===== config.mk =====
export PLATFORM = sky130hd
export DESIGN_NAME = ucie_ctl_sb_tx_fsm
export DESIGN_NICKNAME = d
export VERILOG_FILES = /design/src/rtl/ucie_ctl_sb_tx_fsm.sv
export SDC_FILE = /design/constraint.sdc
export NUM_CORES = 1
export LEC_CHECK = 0
export BUFFER_PORTS_ARGS = -buffer_cell sky130_fd_sc_hd__buf_2
export CAP_MARGIN = 20
export CORE_MARGIN = 5
export CORE_UTILIZATION = 30
export CTS_CLUSTER_DIAMETER = 60
export DETAILED_ROUTE_END_ITERATION = 12
export GPL_ROUTABILITY_DRIVEN = 0
export PLACE_DENSITY = 0.46
export SLEW_MARGIN = 30
export SYNTH_ARGS = -nofsm -noshare
export SYNTH_HDL_FRONTEND = slang
export SYNTH_SLANG_ARGS = --single-unit

===== constraint.sdc =====
create_clock -name i_clk -period 3.4 [get_ports i_clk]
set_input_delay 0.17 -clock i_clk [delete_from_list [all_inputs] [get_ports i_clk]]
set_output_delay 0.17 -clock i_clk [all_outputs]
set_load 0.05 [all_outputs]

===== src/rtl/ucie_ctl_sb_tx_fsm.sv =====
// Sideband TX message sequencer: decodes a request, then emits four 32-bit phase words with credit flow control.
// Optional UCIE_SB_TX_SHORT_MSG_EN: no-data messages end after phase 1.
module ucie_ctl_sb_tx_fsm #(
    parameter int unsigned CRD_MAX = 1
) (
    input  logic        i_clk,
    input  logic        i_rst,
    input  logic        i_valid_lp_sb,
    input  logic [4:0]  i_lp_sb_decode,
    input  logic [31:0] i_lp_adv_cap_value,
    input  logic        i_count_done,
    input  logic        i_cfg_crd,
    output logic        o_pl_cfg_vld,
    output logic [31:0] o_tx_data,
    output logic        o_lp_sb_rdy,
    output logic        o_tx_done,
    output logic        o_sb_tx_error
);

    localparam int unsigned CRD_W   = (CRD_MAX < 2) ? 1 : $clog2(CRD_MAX + 1);
    localparam int unsigned WORD_W  = 32;
    localparam int unsigned CODE_W  = 8;

    localparam logic [CRD_W-1:0] CRD_FULL = CRD_W'(CRD_MAX);
    localparam logic [CRD_W-1:0] CRD_ONE  = CRD_W'(1);
    localparam logic [CRD_W-1:0] CRD_ZERO = CRD_W'(0);

    localparam logic [2:0] IDLE    = 3'd0;
    localparam logic [2:0] PHASE_0 = 3'd1;
    localparam logic [2:0] PHASE_1 = 3'd2;
    localparam logic [2:0] PHASE_2 = 3'd3;
    localparam logic [2:0] PHASE_3 = 3'd4;
    localparam logic [2:0] DONE    = 3'd5;

    localparam logic [4:0] OPC_DATA   = 5'b11011;
    localparam logic [4:0] OPC_NODATA = 5'b10010;
    localparam logic [2:0] SRC_ID     = 3'b001;
    localparam logic [2:0] DST_ID     = 3'b101;

    localparam logic [1:0] SEL_P0 = 2'd0;
    localparam logic [1:0] SEL_P1 = 2'd1;
    localparam logic [1:0] SEL_P2 = 2'd2;
    localparam logic [1:0] SEL_P3 = 2'd3;

    // Assemble one phase word; parity bits cover the header and the 64-bit payload.
    function automatic logic [WORD_W-1:0] build_word(
        input logic [1:0]        sel,
        input logic              nodata,
        input logic [CODE_W-1:0] msg,
        input logic [CODE_W-1:0] sub,
        input logic [WORD_W-1:0] payload
    );
        logic [WORD_W-1:0]   p0;
        logic [WORD_W-1:0]   p1;
        logic [2*WORD_W-1:0] pay64;
        logic [WORD_W-1:0]   word;
        pay64      = nodata ? 64'h0 : {32'h0, payload};
        p0         = 32'h0;
        p0[4:0]    = nodata ? OPC_NODATA : OPC_DATA;
        p0[21:14]  = msg;
        p0[31:29]  = SRC_ID;
        p1         = 32'h0;
        p1[7:0]    = sub;
        p1[26:24]  = DST_ID;
        p1[30]     = ^{p0, p1[29:0]};
        p1[31]     = ^pay64;
        case (sel)
            SEL_P0:  word = p0;
            SEL_P1:  word = p1;
            SEL_P2:  word = pay64[31:0];
            default: word = pay64[63:32];
        endcase
        return word;
    endfunction

    logic [2:0]        state, state_n;
    logic [CRD_W-1:0]  crd_q, crd_n;

    logic              nodata_q;
    logic [CODE_W-1:0] msg_q;
    logic [CODE_W-1:0] sub_q;
    logic [WORD_W-1:0] pay_q;
    logic              latch_en;

    logic              vld_q, vld_n;
    logic [WORD_W-1:0] data_q, data_n;
    logic              done_q, done_n;
    logic              err_q, err_n;
    logic              rdy_q, rdy_n;

    logic              dec_legal;
    logic [CODE_W-1:0] dec_msg;
    logic [CODE_W-1:0] dec_sub;
    logic              accept;
    logic              consume;

    // Legal message map; everything not listed is rejected.
    always_comb begin
        dec_legal = 1'b0;
        dec_msg   = 8'h00;
        dec_sub   = 8'h00;
        if (i_lp_sb_decode == 5'b00000) begin
            dec_legal = 1'b1;
            dec_msg   = 8'h01;
        end else if (i_lp_sb_decode[4]) begin
            case (i_lp_sb_decode[3:2])
                2'b01, 2'b10: begin
                    dec_msg = (i_lp_sb_decode[3:2] == 2'b01) ? 8'h03 : 8'h04;
                    case (i_lp_sb_decode[1:0])
                        2'b01: begin
                            dec_legal = 1'b1;
                            dec_sub   = 8'h01;
                        end
                        2'b11: begin
                            dec_legal = 1'b1;
                            dec_sub   = 8'h09;
                        end
                        default: dec_legal = 1'b0;
                    endcase
                end
                2'b11: begin
                    dec_msg   = 8'h09;
                    dec_legal = (i_lp_sb_decode[1:0] != 2'b11);
                    dec_sub   = {6'b0, i_lp_sb_decode[1:0]};
                end
                default: dec_legal = 1'b0;
            endcase
        end
    end

    assign accept = (state == IDLE) && rdy_q && i_valid_lp_sb;

    // Next state and next registered outputs.
    always_comb begin
        state_n  = state;
        vld_n    = vld_q;
        data_n   = data_q;
        done_n   = 1'b0;
        err_n    = 1'b0;
        latch_en = 1'b0;
        consume  = 1'b0;
        case (state)
            IDLE: begin
                vld_n  = 1'b0;
                data_n = 32'h0;
                if (accept) begin
                    if (dec_legal) begin
                        state_n  = PHASE_0;
                        vld_n    = 1'b1;
                        data_n   = build_word(SEL_P0, i_lp_sb_decode[4], dec_msg, dec_sub,
                                              i_lp_adv_cap_value);
                        latch_en = 1'b1;
                        consume  = 1'b1;
                    end else begin
                        err_n = 1'b1;
                    end
                end
            end
            PHASE_0: begin
                if (i_count_done) begin
                    state_n = PHASE_1;
                    data_n  = build_word(SEL_P1, nodata_q, msg_q, sub_q, pay_q);
                end
            end
            PHASE_1: begin
                if (i_count_done) begin
`ifdef UCIE_SB_TX_SHORT_MSG_EN
                    if (nodata_q) begin
                        state_n = DONE;
                        vld_n   = 1'b0;
                        data_n  = 32'h0;
                        done_n  = 1'b1;
                    end else begin
                        state_n = PHASE_2;
                        data_n  = build_word(SEL_P2, nodata_q, msg_q, sub_q, pay_q);
                    end
`else
                    state_n = PHASE_2;
                    data_n  = build_word(SEL_P2, nodata_q, msg_q, sub_q, pay_q);
`endif
                end
            end
            PHASE_2: begin
                if (i_count_done) begin
                    state_n = PHASE_3;
                    data_n  = build_word(SEL_P3, nodata_q, msg_q, sub_q, pay_q);
                end
            end
            PHASE_3: begin
                if (i_count_done) begin
                    state_n = DONE;
                    vld_n   = 1'b0;
                    data_n  = 32'h0;
                    done_n  = 1'b1;
                end
            end
            DONE: begin
                state_n = IDLE;
                vld_n   = 1'b0;
                data_n  = 32'h0;
            end
            default: begin
                state_n = IDLE;
                vld_n   = 1'b0;
                data_n  = 32'h0;
            end
        endcase
    end

    // Credit counter: a return in the same cycle as an accept cancels out.
    always_comb begin
        crd_n = crd_q;
        if (consume && !i_cfg_crd) begin
            crd_n = crd_q - CRD_ONE;
        end else if (!consume && i_cfg_crd && (crd_q != CRD_FULL)) begin
            crd_n = crd_q + CRD_ONE;
        end
        rdy_n = (state_n == IDLE) && (crd_n != CRD_ZERO);
    end

    always_ff @(posedge i_clk or posedge i_rst) begin
        if (i_rst) begin
            state  <= IDLE;
            crd_q  <= CRD_FULL;
            vld_q  <= 1'b0;
            data_q <= 32'h0;
            done_q <= 1'b0;
            err_q  <= 1'b0;
            rdy_q  <= (CRD_FULL != CRD_ZERO);
        end else begin
            state  <= state_n;
            crd_q  <= crd_n;
            vld_q  <= vld_n;
            data_q <= data_n;
            done_q <= done_n;
            err_q  <= err_n;
            rdy_q  <= rdy_n;
        end
    end

    // Request fields frozen at accept so later input changes cannot disturb the message.
    always_ff @(posedge i_clk or posedge i_rst) begin
        if (i_rst) begin
            nodata_q <= 1'b0;
            msg_q    <= 8'h00;
            sub_q    <= 8'h00;
            pay_q    <= 32'h0;
        end else if (latch_en) begin
            nodata_q <= i_lp_sb_decode[4];
            msg_q    <= dec_msg;
            sub_q    <= dec_sub;
            pay_q    <= i_lp_adv_cap_value;
        end
    end

    assign o_pl_cfg_vld  = vld_q;
    assign o_tx_data     = data_q;
    assign o_lp_sb_rdy   = rdy_q;
    assign o_tx_done     = done_q;
    assign o_sb_tx_error = err_q;

endmodule


==> results_dict.tcl <==
set metrics [dict create \
    clock_skew_ps 5.15 \
    wirelength_um 8560 \
    clock_sinks 80 \
    fin_tns_setup_ps 0 \
    synth_edf_count 0 \
    diodes 0 \
    core.rowCount 40 \
    clk_path_buf_depth 2 \
    h-tree-depth 3 \
    post-synth-top-area-fraction_pct 52.6 \
    synth_flop_cell "dfrtp_1" \
    grt_pass1_wl_um 13800 \
    path_clk_slew_ps 60 \
    antenna_found_initial 0 \
    numCtsBuffers 9 \
    total_power_mw 4.87 \
    ir_drop_mv 0.385 \
    min_period_ps 2130 \
    core_um2 12100 \
    critPathKind "flip-flop to flip-flop" \
    drv_slew 0 \
    async_flop_share_pct 100 \
    holdWs_ps 57.2 \
    p_switching_mw 1.88 \
    p_sw_share_pct 38.7 \
    die_h_um 121 \
    syn-num-nets 336 \
    crit_path_start_kind "flip-flop" \
    fin_crit_sh_pct 62.7 \
    worst_r2r_path_depth 6 \
    drc_errors 0 \
    grt_pass1_vias 2559 \
    hold_class "input port to flip-flop" \
    clkPwrFrac_pct 20.0 \
    syn_inst 289 \
    yosys-top-cells-area "dfrtp_1 (53%), mux2_4 (13%), xnor2_1 (7.5%), a22o_1 (5.2%), nand2_1 (2.2%)" \
    worstSetupEndpointType "flip-flop" \
    drive_above_1_share_pct 37.4 \
    dr.pass1.iters 5 \
    powerDensity_nw_per_um2 1070 \
    status "complete, no violations" \
    cp_max_fo 20 \
    tritoncts "built" \
    portBuffers 77 \
    finalHoldViolations 0 \
    yosys-top-cells-count "dfrtp_1 (78), mux2_4 (32), xnor2_1 (32)" \
    worst_pin_slew_ps 825 \
    drtAntennaViolNets 0 \
    clockRootBuffer "clkbuf_16" \
    grt_max_degree 49 \
    initial_utilization_pct 30.8 \
    internal-power_mw 2.99 \
    cp_data_arrival_time_ps 2390 \
    die_area_um2 14700 \
    max_freq_ghz 0.469 \
    drtIter0Drc 144 \
    syn2layout_area_growth_pct 22.7 \
    grt_usage_pct 12.4 \
    synth_top_area_cell "dfrtp_1" \
    wire_per_inst_um 15.9 \
    num-fill-cells 1219 \
    vias 2435 \
    gr-total-overflow 0 \
    seq_power_share_pct 32.8 \
    dp_hpwl_um 5930 \
    rsz0062_at_grt "false" \
    cp.required_ps 3660 \
    cts_setup_buffers 0 \
    io_pins 78 \
    maxCapViolCount 0 \
    ys_warn_count 0 \
    via_per_inst 4.51 \
    synth_area_um2 3710 \
    clock_latency_ps 340 \
    setup_viol 0 \
    cts-resized-gates 0 \
    synth.most_common_cell "dfrtp_1" \
    p_leak_nw 2.31 \
    die_x_um 121 \
    fin_nets 415 \
    worstHoldPathCells 2 \
    synth_cell_types 37 \
    ys_seq_area_share_pct 54.0 \
    ys_seq_elements 80 \
    syn_avg_cell_area_um2 12.8 \
    timing.slew.headroom_pct 45.0 \
    combPwrFrac_pct 47.2 \
]
repair_timing:
action                                 in CTS  in global routing
setup endpoints to repair                   0                  0
hold buffers                                1                  0
endpoints found under the hold margin      32                  0
power by group through the flow:
stage	Clock [mW]	Combinational [mW]	Sequential (mW)
finish	0.972	2.30	1.60
global route	1.05	2.50	1.65
CTS	1.00	2.35	1.60
detailed placement	0	2.34	1.62
global placement	0	2.33	1.61
floorplan	0	1.62	1.86
flip-flops by register name, indices dropped and copies added (netlist names):
signal         flops
nodata_q           1
pay_q             32
crd_q              1
o_tx_data         32
msg_q              4
o_sb_tx_error      1
o_tx_done          1
state              3
o_pl_cfg_vld       1
o_lp_sb_rdy        1
sub_q              3
metal layers:
metal  global-route usage, %  wire (um)
met3                    4.99        545
met1                    16.8       4050
met2                    18.4       3860
met4                    3.36        106
met5                       0          0
cells in the final DEF (no fill, tap or decap), types with 2 or more instances in the layout:
master and instances:
ha_1 5, dfstp_2 2, a22o_1 22, buf_4 6, xnor2_1 32, nor2_1 8, a21oi_1 10, mux2_4 32
o21ai_1 5, buf_2 77, nand2_1 22, nor2_2 2, a22oi_1 5, and2_1 3, xor2_1 7, a21o_1 5
nand3_1 3, a221oi_1 2, clkbuf_16 9, clkinv_2 3, inv_1 2, dfrtp_1 78, o21ai_0 11
worst paths after layout:
| check | from | end | slack (ps) |
|---|---|---|---|
| setup reg to reg | state[2] | o_tx_data[14] | 1270 |
| hold / removal | i_lp_adv_cap_value[11] | pay_q[11] | 60 |
| max in group asynchronous | i_rst | pay_q[5] | 1940 |
| setup / recovery | state[2] | o_tx_data[14] | 1270 |
| hold reg to reg | o_tx_data[26] | o_tx_data[26] | 470 |
| min in group asynchronous | i_rst | o_tx_data[5] | 400 |
critical path: stages, from the launching register on:
cell     delay, ps
dfrtp_1        500
or4_4          610
a21o_2         210
buf_4          230
a21oi_1        310
a21oi_1         70
o21ai_1        120
through the flow:
stage | cell area (um2) | cells | util, % | setup slack (ps)
6_report | 4550 | 540 | 37.8 | 1270
5_1_grt | 4550 | 540 | 37.8 | 1160
4_1_cts | 4550 | 540 | 37.8 | 1270
3_5_place_dp | 4250 | 524 | 35.2 | 1160
3_3_place_gp | 4250 | 524 | 35.2 | 1240
2_1_floorplan | 3710 | 289 | - | 1180
area by class of cell:
| cell class | count | area, um2 | area share [%] |
|---|---|---|---|
| repair buffers | 84 | 440 | 9.67 |
| flip-flops and latches | 80 | 2000 | 44.0 |
| clock inverters | 5 | 56.3 | 1.24 |
| well taps | 168 | 210 | 4.62 |
| multi-input cells | 189 | 1590 | 34.9 |
| inverters | 4 | 16.3 | 0.357 |
| clock buffers | 10 | 239 | 5.25 |
kinds of logic after synthesis:
logic type	count (synthesis)	synth area share [%]
flops	80	54.0
compound gates	65	12.3
simple gates	47	6.27
xor+xnor	39	9.20
mux	32	12.9
buf+inv	20	3.34
fa+ha+maj	6	1.95
(Power assumes the default switching activity.)
